$ cat config.mk
export PLATFORM = sky130hd
export DESIGN_NAME = thermo_stop_gen
export DESIGN_NICKNAME = d
export VERILOG_FILES = /design/src/rtl/thermo_stop_gen_pkg.sv /design/src/rtl/thermo_encode.sv /design/src/rtl/thermo_stop_gen.sv
export SDC_FILE = /design/constraint.sdc
export NUM_CORES = 1
export LEC_CHECK = 0
export CAP_MARGIN = 20
export CORE_ASPECT_RATIO = 1.2
export CORE_UTILIZATION = 45
export CTS_BUF_LIST = sky130_fd_sc_hd__clkbuf_4 sky130_fd_sc_hd__clkbuf_8
export DETAILED_ROUTE_END_ITERATION = 6
export PLACE_DENSITY = 0.68
export SLEW_MARGIN = 40
export SYNTH_ARGS = -nofsm -noshare
export SYNTH_HDL_FRONTEND = slang
export SYNTH_HIERARCHICAL = 1
export SYNTH_SLANG_ARGS = --single-unit
$ cat constraint.sdc
create_clock -name wClk -period 16.8 [get_ports wClk]
set_input_delay 1.68 -clock wClk [delete_from_list [all_inputs] [get_ports wClk]]
set_output_delay 1.68 -clock wClk [all_outputs]
set_load 0.05 [all_outputs]
$ cat src/rtl/thermo_stop_gen_pkg.sv
// Shared constants for the thermometer stop-column pattern generator:
// FSM encoding, bin limit derivation and the minimum bubble distance.
package thermo_stop_gen_pkg;

   // FSM state encoding
   localparam logic [2:0] ST_IDLE       = 3'd0;
   localparam logic [2:0] ST_SHOT       = 3'd1;
   localparam logic [2:0] ST_SWEEP_EMIT = 3'd2;
   localparam logic [2:0] ST_SWEEP_WAIT = 3'd3;
   localparam logic [2:0] ST_DONE       = 3'd4;

   // A bubble closer than this to the edge could fake a 0-1111 match.
   localparam logic [2:0] BUBBLE_MIN_OFS = 3'd2;

   // Highest bin the decoder can report; it needs room for the 0-1111 window.
   function automatic int bin_limit(input int num_ff);
      return num_ff - 20;
   endfunction

endpackage

$ cat src/rtl/thermo_encode.sv
// Combinational bin -> thermometer word encoder with optional single bubble.
// Bin 0 yields all ones; bin b clears bits [b-1:0].
module thermo_encode
   import thermo_stop_gen_pkg::*;
#(
   parameter int NUM_FF    = 64,
   parameter int BITS_DECO = 8
) (
   input  logic [BITS_DECO-1:0] bin,
   input  logic                 bubble_en,
   input  logic [2:0]           bubble_ofs,
   output logic [NUM_FF-1:0]    word
);

   logic [2:0]  ofs_eff;
   logic [31:0] bin_w;
   logic [31:0] ofs_w;

   // Build the edge, then force one bit high below it when a bubble fits.
   always_comb begin
      ofs_eff = (bubble_ofs < BUBBLE_MIN_OFS) ? BUBBLE_MIN_OFS : bubble_ofs;
      bin_w   = 32'(bin);
      ofs_w   = 32'(ofs_eff);
      word    = '1;
      for (int i = 0; i < NUM_FF; i++) begin
         word[i] = (32'(i) >= bin_w);
         if (bubble_en && (bin_w >= ofs_w + 32'd1) && (32'(i) == bin_w - 32'd1 - ofs_w))
            word[i] = 1'b1;
      end
   end

endmodule

$ cat src/rtl/thermo_stop_gen.sv
// Thermometer pattern generator: single-shot or swept bins at a programmable
// period, with the expected decoded bin presented alongside every word.
// Outputs are registered from the next-state logic, so a word shows up on the
// cycle right after the decision to emit it.
module thermo_stop_gen
   import thermo_stop_gen_pkg::*;
#(
   parameter int NUM_FF    = 64,
   parameter int BITS_DECO = 8,
   parameter int PERIOD_W  = 8
) (
   input  logic                 wClk,
   input  logic                 wRstN,
   input  logic                 wStartIn,
   input  logic                 wModeIn,
   input  logic                 wAbortIn,
   input  logic [BITS_DECO-1:0] wBinIn,
   input  logic [BITS_DECO-1:0] wBinMaxIn,
   input  logic [PERIOD_W-1:0]  wPeriodIn,
   input  logic                 wBubbleEnIn,
   input  logic [2:0]           wBubbleOfsIn,
   output logic [NUM_FF-1:0]    wPatOut,
   output logic                 wPatValidOut,
   output logic [BITS_DECO-1:0] wExpBinOut,
   output logic                 wBusyOut,
   output logic                 wDoneOut,
   output logic                 wErrOut
);

   localparam logic [BITS_DECO-1:0] LIM = BITS_DECO'(bin_limit(NUM_FF));

   logic [2:0]           st, st_n;
   logic [BITS_DECO-1:0] cur, cur_n;
   logic [BITS_DECO-1:0] max_bin, max_n;
   logic [PERIOD_W-1:0]  per, per_n;
   logic [PERIOD_W-1:0]  cnt, cnt_n;
   logic                 ben, ben_n;
   logic [2:0]           bofs, bofs_n;
   logic                 err_n, done_n, load_pat;
   logic [NUM_FF-1:0]    enc_word;

   thermo_encode #(.NUM_FF(NUM_FF), .BITS_DECO(BITS_DECO)) u_enc (
      .bin        (cur_n),
      .bubble_en  (ben_n),
      .bubble_ofs (bofs_n),
      .word       (enc_word)
   );

   // Next-state / next-output decision; load_pat means "present cur_n next cycle".
   always_comb begin
      st_n     = st;
      cur_n    = cur;
      max_n    = max_bin;
      per_n    = per;
      cnt_n    = cnt;
      ben_n    = ben;
      bofs_n   = bofs;
      err_n    = wErrOut;
      done_n   = 1'b0;
      load_pat = 1'b0;
      case (st)
         ST_IDLE: begin
            if (wStartIn) begin
               cur_n    = (wBinIn > LIM) ? LIM : wBinIn;
               max_n    = (wBinMaxIn > LIM) ? LIM : wBinMaxIn;
               per_n    = wPeriodIn;
               ben_n    = wBubbleEnIn;
               bofs_n   = wBubbleOfsIn;
               err_n    = (wBinIn > LIM) || (wModeIn && (wBinMaxIn > LIM));
               load_pat = 1'b1;
               st_n     = wModeIn ? ST_SWEEP_EMIT : ST_SHOT;
            end
         end
         ST_SHOT: begin
            st_n   = ST_DONE;
            done_n = 1'b1;
         end
         ST_SWEEP_EMIT: begin
            // >= also ends a sweep whose start bin exceeds its max (no wrap)
            if (wAbortIn || (cur >= max_bin)) begin
               st_n   = ST_DONE;
               done_n = 1'b1;
            end else if (per == '0) begin
               cur_n    = cur + 1'b1;
               load_pat = 1'b1;
            end else begin
               // one wait cycle is absorbed by the output register stage
               cnt_n = per - 1'b1;
               st_n  = ST_SWEEP_WAIT;
            end
         end
         ST_SWEEP_WAIT: begin
            if (wAbortIn) begin
               st_n   = ST_DONE;
               done_n = 1'b1;
            end else if (cnt == '0) begin
               cur_n    = cur + 1'b1;
               load_pat = 1'b1;
               st_n     = ST_SWEEP_EMIT;
            end else begin
               cnt_n = cnt - 1'b1;
            end
         end
         ST_DONE: st_n = ST_IDLE;
         default: st_n = ST_IDLE;
      endcase
   end

   // State, counters and registered outputs.
   always_ff @(posedge wClk or negedge wRstN) begin
      if (!wRstN) begin
         st           <= ST_IDLE;
         cur          <= '0;
         max_bin      <= '0;
         per          <= '0;
         cnt          <= '0;
         ben          <= 1'b0;
         bofs         <= '0;
         wPatOut      <= '1;
         wPatValidOut <= 1'b0;
         wExpBinOut   <= '0;
         wBusyOut     <= 1'b0;
         wDoneOut     <= 1'b0;
         wErrOut      <= 1'b0;
      end else begin
         st           <= st_n;
         cur          <= cur_n;
         max_bin      <= max_n;
         per          <= per_n;
         cnt          <= cnt_n;
         ben          <= ben_n;
         bofs         <= bofs_n;
         wPatValidOut <= load_pat;
         wBusyOut     <= (st_n != ST_IDLE);
         wDoneOut     <= done_n;
         wErrOut      <= err_n;
         if (load_pat) begin
            wPatOut    <= enc_word;
            wExpBinOut <= cur_n;
         end
      end
   end

endmodule

# Word level (Yosys, flattened, before mapping)
# Index checks and enable logic that the tools add are counted.
# classes
add_sub_neg,6
n_lt_le_gt_ge,69
n_eq_ne,70
muxes,98
reduce_logical,76
# op_table
op,n
equality test 6 x 32 -> 1 bit (first input constant),32
equality test 5 x 32 -> 1 bit (first input constant),16
equality test 4 x 32 -> 1 bit (first input constant),8
>= comparator 6 x 8 -> 1 bit (first input constant),32
equality test 3 x 32 -> 1 bit (first input constant),4
>= comparator 5 x 8 -> 1 bit (first input constant),16
two-way mux 8 bit,11
two-way mux 1 bit,73
logical AND 1 bit,66
equality test 2 x 32 -> 1 bit (first input constant),2
>= comparator 4 x 8 -> 1 bit (first input constant),8
equality test 1 x 32 -> 1 bit (first input constant),1
>= comparator 3 x 8 -> 1 bit (first input constant),4
>= comparator 8 x 32 -> 1 bit,1
zero test 32 bit,1
subtractor 32 x 3 -> 32 bit,1
two-way mux 3 bit,8
case mux 8 bit (3 select lines),1
>= comparator 1 x 8 -> 1 bit (first input constant),2
>= comparator 2 x 8 -> 1 bit (first input constant),2
> comparator 8 x 6 -> 1 bit (second input constant),2
zero test 8 bit,2
case mux 8 bit (2 select lines),1
subtractor 8 x 1 -> 8 bit (second input constant),2
other kinds (17),23
# word_totals
regBits,115
input_bits,33
output_inout_bits,76
word_cells,332

# Longest topological paths before layout
# Gate-level depths: netlist of run 1.
# logic_depth
depth_word,9
mapped_depth,28
mapped_depth_nobuf,26

# Hierarchy
# The synthesis of run 1 kept the hierarchy.
# by_module_without_submodules
module,n_inst,cells_per_inst,area_per_inst_um2,seq_area_each_um2
thermo_stop_gen,1,464,5676.7,2957.8
thermo_encode,1,322,1960.6,0.0

# Worst setup path after synthesis of run 1
# OpenSTA, ideal clock, no wires.
# synth_timing
path_kind,input port to flip-flop
start,input wStartIn
end,register wPatOut[13]
setup_time_ps,59
t_arrival_ps,7190
required_ps,16741
setup_slack_ps,9551
stages,23
n_path_buf,3
cell_sequence,buf_2 -> or4b_2 -> clkbuf_1 -> a21oi_1 -> a32oi_1 -> o21ai_0 -> clkbuf_1 -> inv_1 -> ha_1 -> inv_1 -> ha_1 -> nor2b_1 -> or2_2 -> a21oi_1 -> nand2_1 -> ha_1 -> or4b_2 -> or3_1 -> nor2_1 -> nand2_1 -> or3b_1 -> o21ai_0 -> mux2_4
# synth_between
word_cells_on_any_way,19
classes_between,3 x add/sub; 3 x order compare; 1 x eq/ne; 10 x mux; 2 x reduce/logical
# synth_lines
item,line,rtl
"start, declared",thermo_stop_gen.sv:14,"input logic wStartIn,"
two-way mux 8 bit *,thermo_stop_gen.sv:63,if (wStartIn) begin
case mux 8 bit (3 select lines) *,thermo_stop_gen.sv:61,case (st)
via cur_n[1],thermo_stop_gen.sv:33,"logic [BITS_DECO-1:0] cur, cur_n;"
subtractor 8 x 1 -> 9 bit,thermo_encode.sv:27,if (bubble_en && (bin_w >= ofs_w + 32'd1) && (32'(i) == bin_w - 32'd1 - ofs_w))
subtractor 32 x 3 -> 32 bit,thermo_encode.sv:27,
equality test 4 x 32 -> 1 bit,thermo_encode.sv:27,
logical AND 1 bit,thermo_encode.sv:27,
two-way mux 1 bit *,thermo_encode.sv:27,
via enc_word[13],thermo_stop_gen.sv:40,logic [NUM_FF-1:0] enc_word;
"end signal, assigned",thermo_stop_gen.sv:138,wPatOut <= enc_word;
"end, declared",thermo_stop_gen.sv:22,"output logic [NUM_FF-1:0] wPatOut,"
# Mark *: on every way through the listed nets, which the timed path passes. The rest lies on a longest branch.
# A chain may end at the register's enable or synchronous reset.

# Worst setup path in the final report of run 1
# layout_timing
start,input wAbortIn
end,register wPatOut[17]
# layout_between
elab_chain_cells,8
word_cells_on_any_way,15
classes_between,2 x add/sub; 2 x order compare; 1 x eq/ne; 7 x mux; 3 x reduce/logical
# layout_lines
item,line,rtl
"start, declared",thermo_stop_gen.sv:16,"input logic wAbortIn,"
logical OR 1 bit,thermo_stop_gen.sv:80,if (wAbortIn || (cur >= max_bin)) begin
two-way mux 8 bit,thermo_stop_gen.sv:80,
case mux 8 bit (3 select lines) *,thermo_stop_gen.sv:61,
via cur_n[1],thermo_stop_gen.sv:33,
subtractor 8 x 1 -> 9 bit,thermo_encode.sv:27,
subtractor 32 x 3 -> 32 bit,thermo_encode.sv:27,
equality test 5 x 32 -> 1 bit,thermo_encode.sv:27,
logical AND 1 bit,thermo_encode.sv:27,
two-way mux 1 bit *,thermo_encode.sv:27,
via enc_word[17],thermo_stop_gen.sv:40,
# Marked as above.

==> metrics.txt, run 1 <==
Critical Path AT=8570 ps; R2R Setup Slk=9550 ps; Clock Skew=13.4 ps; largest net degree at the start of global routing=72; Final Max Tran Viols=0; Most used DFF post-synth=dfstp_2; hold endpoint=ben$_DFF_PN0_; Synth Instances=786; flops & latches, synth=115; FP Rows=51; fin util=56.1%; critical register-to-register path endpoint=wPatOut[17]$_DFFE_PN1P_; via count=6460; syn nets=851; CTS tree=built; status=finished clean; Worst Hold Path Cells=2; Starting Density=46.6%; GP Congestion=0.961; clock root cell=clkbuf_8; Worst-Margin Slew=788 ps; drt initial violations=539; Worst EP required=17200 ps; RSZ-0062 raised after global routing=no; drt pass-1 iters=5; Die Width=121 microns; Slew HR=47.1%; vias in the first global route=6226; Hold Path Class=reg2reg; period utilization=48.6%; Hold WS=498 ps; Longest Clk Path Bufs=2; Sink Count=115; worst reg2reg path depth=24; Worst Min Path Start=ben$_DFF_PN0_; Die Height=145 microns; antenna-violating nets left=0; fraction of layout cells with a size suffix above 1=23.9%; Antenna Cells=0; slack of the critical path=8640 ps; CP Max Fanout=71; post-CTS sizing=0; Vias/cell=5.85; post-synthesis cell area=7640 sq um; # IOs=109; syn avg cell area=9.72 sq um; fmax=122 MHz; setup TNS=0 ps; H-tree depth=4; Hold Buf Count CTS=0; number of distinct library cells after synthesis=71; Skew-Pair Late Insertion Delay=460 ps; Worst setup SP type=input pin; gr usage total=24.6%; Crit. End Element=register; final hold vios=0; Post-CTS Setup Inserts=0; DRC Markers=0; clock-pin transition on the worst setup and hold timing paths=70 ps; Crit Path Category=in2reg; TritonCTS Buffers=17; Post-synth ARST share=100%; maxcap violations=0; Critical R2R Launch=cur[2]$_DFF_PN0_; antenna violations before repair=0; Detail Placement HPWL=14.4 mm; I/O Buffers=108; Final Critical Period=8160 ps; Setup Viol. Count Final=0; wirelength, routed=20.7 mm; core area=16400 sq um; number of synthesized flops with an enable pin=0; # nets final=945; total gr overflow=0; global-route wire length before repair=33.0 mm; setup slack at placement=8330 ps; Die ar.=17500 sq um; Seq/Total Area, Yosys=38.7%; Ys Warns=6; Area growth syn-to-layout=20.4%; drt wl/cell=18.8 microns
[Yosys cell counts, types with 6 or more instances]
cell | n | area (sq um)
nor2_1 | 49 | 184
a211oi_1 | 7 | 52.6
or2_2 | 9 | 56.3
buf_12 | 8 | 160
a21oi_1 | 46 | 230
xnor2_1 | 6 | 52.6
nand2_1 | 94 | 353
nand2b_1 | 6 | 37.5
a21o_2 | 6 | 52.6
mux2i_1 | 6 | 60.1
nor3_1 | 25 | 125
or3_1 | 9 | 56.3
dfstp_2 | 64 | 1680
inv_1 | 28 | 105
nor4_1 | 6 | 37.5
clkbuf_1 | 27 | 101
ha_1 | 31 | 388
o31ai_1 | 10 | 75.1
nand3_1 | 25 | 125
mux2_4 | 65 | 976
dfrtp_1 | 51 | 1280
nand4_1 | 7 | 43.8
o21ai_2 | 10 | 87.6
o21ai_0 | 91 | 455
[flip-flops by register name, indices dropped and copies added (netlist names)]
| signal | cells |
|---|---|
| st | 3 |
| wPatValidOut | 1 |
| wPatOut | 64 |
| cnt | 8 |
| bofs | 3 |
| wBusyOut | 1 |
| per | 8 |
| wExpBinOut | 8 |
| wErrOut | 1 |
| wDoneOut | 1 |
| max_bin | 8 |
| ben | 1 |
| cur | 8 |
[cell usage in the layout (no fill, tap or decap), types with 7 or more instances in the layout]
cell type          n
o31ai_1           10
nor2_1            48
nor3_1            25
dfrtp_1           51
a21oi_1           45
mux2_4            65
o21ai_0           91
nand3_1           25
clkdlybuf4s50_1  107
clkbuf_8          20
nand4_1            7
buf_4              8
or3_1              9
nand2_1           94
ha_1              31
dfstp_2           64
a211oi_1           7
o21ai_2           10
or2_2              9
inv_1             28
[cell type report]
cell class | count | area [sq um]
well taps | 212 | 265
multi-input cells | 601 | 4270
repair buffers | 116 | 1140
fillers | 1459 | 7200
inverters | 29 | 116
clock buffers | 23 | 298
clock inverters | 9 | 153
flip-flops and latches | 115 | 2960
[per-layer routing]
layer	wire (microns)	share of wire, %	global-route usage, %
met1	9040	44	31.1
met2	9830	47	40.1
met3	1240	6.0	5.13
met4	627	3.0	11.6
met5	0	0	0
[worst max-delay path, cell delays in order]
cell and delay (ps):
clkdlybuf4s50_1 490, a211oi_1 360, nand2_1 190, o21ai_1 410
o2111ai_4 290, inv_8 500, o21ai_0 190, buf_4 220
inv_1 110, ha_1 230, inv_1 90, ha_1 230
nor2b_1 140, or2_2 280, a21oi_1 420, nand2_1 110
ha_1 280, or4b_2 660, or3_1 380, nor3_1 330
nand2_1 210, o21ai_0 480, mux2_4 240
[per-stage QoR]
step                      instances  instance area [sq um]
after global placement         1073                   8740
final                          1105                   9200
after floorplan                 786                   7640
after global routing           1105                   9200
after detailed placement       1073                   8740
after CTS                      1105                   9190
[worst max path at each step]
stage	startpoint	to	slack (ps)	cells past startpoint
after floorplan	wStartIn	wPatOut[13]$_DFFE_PN1P_	9550	23
after global placement	wStartIn	wPatOut[15]$_DFFE_PN1P_	8440	23
after detailed placement	wStartIn	wPatOut[17]$_DFFE_PN1P_	8330	22
after CTS	wAbortIn	wPatOut[17]$_DFFE_PN1P_	8730	23
after global routing	wAbortIn	wPatOut[29]$_DFFE_PN1P_	8180	24
final	wAbortIn	wPatOut[17]$_DFFE_PN1P_	8640	23
[logic make-up after synthesis]
group	count (synthesis)	share of synthesized area, %
compound gates	223	18.8
flops	115	38.7
simple gates	263	16.7
buf+inv	70	5.49
mux	73	13.9
xor+xnor	10	1.15
fa+ha+maj	32	5.34
Power of run 1 is not shown: default switching activity piles up to over one toggle a cycle in this logic, so the estimate is an artifact.
==> run 2, diff against run 1 <==
--- a/config.mk
+++ b/config.mk
@@ -10,7 +10,7 @@
 export CORE_UTILIZATION = 45
 export CTS_BUF_LIST = sky130_fd_sc_hd__clkbuf_4 sky130_fd_sc_hd__clkbuf_8
 export DETAILED_ROUTE_END_ITERATION = 6
-export PLACE_DENSITY = 0.68
+export PLACE_DENSITY = 0.71
 export SLEW_MARGIN = 40
 export SYNTH_ARGS = -nofsm -noshare
 export SYNTH_HDL_FRONTEND = slang
==> constraint.sdc (replaced) <==
create_clock -name wClk -period 7.27 [get_ports wClk]
set_input_delay 0.727 -clock wClk [delete_from_list [all_inputs] [get_ports wClk]]
set_output_delay 0.727 -clock wClk [all_outputs]
set_load 0.05 [all_outputs]
==> run 2 against run 1 <==
Compared with the run above: first-iteration DRC count grew 4.8%; flip-flop and latch count is the same; register-to-register slack lost 9000 ps; count of clock-buffer cells in the layout shrank 1; routed wire length is essentially flat; global-route usage is essentially flat; critical path type is now reg2reg; critical endpoint is now wPatOut[45]$_DFFE_PN1P_; largest cell class unchanged.
==> metrics.txt, run 2 (same netlist as run 1, synthesis figures left out) <==
status=finished clean; clock-pin transition on the worst setup and hold timing paths=70 ps (about the same); Die Width=121 microns (unchanged); antenna-violating nets left=0 (unchanged); period utilization=92.9%; TritonCTS Buffers=17 (unchanged); CTS tree=built; post-CTS sizing=0 (unchanged); core area=16400 sq um (unchanged); Area growth syn-to-layout=20.1%; Clock Skew=13.2 ps (-0.122 ps); maxcap violations=0 (unchanged); DRC Markers=0 (unchanged); Hold Buf Count CTS=0 (unchanged); fmax=148 MHz; crit-path cells=or4_4 > nor4_1 > nand4_1 > o21ai_0 > a32oi_1 > o21ai_0 > inv_1 > ha_1 > inv_1 > ha_1 > nor2b_1 > or2_2 > a21oi_1 > nand2_1 > ha_1 > or4_1 > or3_1 > nor2_1 > nand2_1 > or3b_1 > o21ai_0 > mux2_4; Worst EP required=7670 ps (-9530 ps); commonest non-fill, non-tap cells in the layout=107 x clkdlybuf4s50_1, 94 x nand2_1, 91 x o21ai_0; gr usage total=24.5% (-0.034 points); Longest Clk Path Bufs=2 (unchanged); most common library cell in the layout ignoring fill and taps=clkdlybuf4s50_1; Setup Viol. Count Final=0 (unchanged); Post-CTS Setup Inserts=0 (unchanged); GP Congestion=0.984 (+2.3%); drt wl/cell=18.6 microns (-0.94%); Antenna Cells=0 (unchanged); H-tree depth=4 (unchanged); Buf/Inv on CP=2 (-3); # IOs=109 (unchanged); Crit. End Element=register; wirelength, routed=20.7 mm (about the same); vias in the first global route=6336 (+1.8%); Crit Path Category=reg2reg; total gr overflow=0 (unchanged); Worst setup SP type=register; Worst Setup SP=per[2]$_DFFE_PN0P_; clock root cell=clkbuf_8; drt pass-1 iters=5 (unchanged); Slew HR=44.7% (-2.4 points); Sink Count=115 (unchanged); Critical R2R Launch=per[2]$_DFFE_PN0P_; Skew-Pair Late Insertion Delay=450 ps (about the same); # nets final=955 (+1.1%); Starting Density=46.6% (unchanged); Hold Path Class=in2async; crit-path leading delay family=simple AND/OR/NAND/NOR gates; Detail Placement HPWL=14.8 mm (+2.4%); I/O Buffers=108 (unchanged); Worst-Margin Slew=824 ps (+36.2 ps); FP Rows=51 (unchanged); Vias/cell=5.79 (-0.88%); Most flops, register=wPatOut; Die Height=145 microns (unchanged); Final Critical Period=6750 ps; Final Max Tran Viols=0 (unchanged); global-route wire length before repair=32.8 mm (-0.63%); drt initial violations=565 (+4.8%); slowest CP cell=or4_4; fraction of layout cells with a size suffix above 1=24.8% (+0.95 points); RSZ-0062 raised after global routing=no; antenna violations before repair=0 (unchanged); via count=6461 (+0.015%); largest net degree at the start of global routing=77 (+6.9%); setup TNS=0 ps (unchanged); max incr delay on CP=590 ps (-70 ps); max reg flops=64 (unchanged); final hold vios=0 (unchanged); Critical Path AT=7150 ps (-1420 ps); CP Max Fanout=10 (-86%); Die ar.=17500 sq um (unchanged)
==> run 2: stage by stage <==
step                      hold WS [ps]  util (%)  cells  worst slack [ps]  area [sq um]
after floorplan                    431         -    786               946          7640
after global placement             469      53.7   1083               508          8810
after detailed placement           480      53.8   1083               368          8820
after CTS                          266      55.9   1115               579          9170
after global routing               278      55.9   1115              46.7          9170
final                              268      55.9   1115               517          9170
==> run 2: layer usage <==
layer	vias to the layer above	routed length, microns	track usage [%]
met4	0	793	12.6
li1	3041	-	-
met1	3076	8540	29.5
met3	59	1330	5.02
met5	-	0	0
met2	285	10100	41.5
==> run 2: path summary, 6_finish.rpt <==
kind                                                end  slack (ps)  cells after the start
worst max register to register  wPatOut[45]$_DFFE_PN1P_         520                     22
max in group asynchronous              cur[2]$_DFF_PN0_        5940                      2
worst max-delay path            wPatOut[45]$_DFFE_PN1P_         520                     22
worst min register to register            ben$_DFF_PN0_         490                      2
worst min-delay path                 cnt[6]$_DFFE_PN0P_         270                      1
min in group wClk                         ben$_DFF_PN0_         490                      2
==> run 2: cell type report <==
cell class	instances	area, sq um
clock inverter	10	60.1
sequential	115	2960
tap	212	265
timing repair buffer	126	1220
multi-input combinational	601	4270
clock buffer	22	284
inverter	29	116
fill	1473	7230
==> run 2: worst reg2reg max path, delay by kind of cell, from the launching register on <==
family	cells	cell delay, ps
adders and majority gates	3	850
buffers and inverters	2	190
DFF	1	460
muxes	1	200
and+or+nand+nor	11	3570
AOI/OAI and AO/OA	5	1450
Power of run 2 is left out for the same reason.
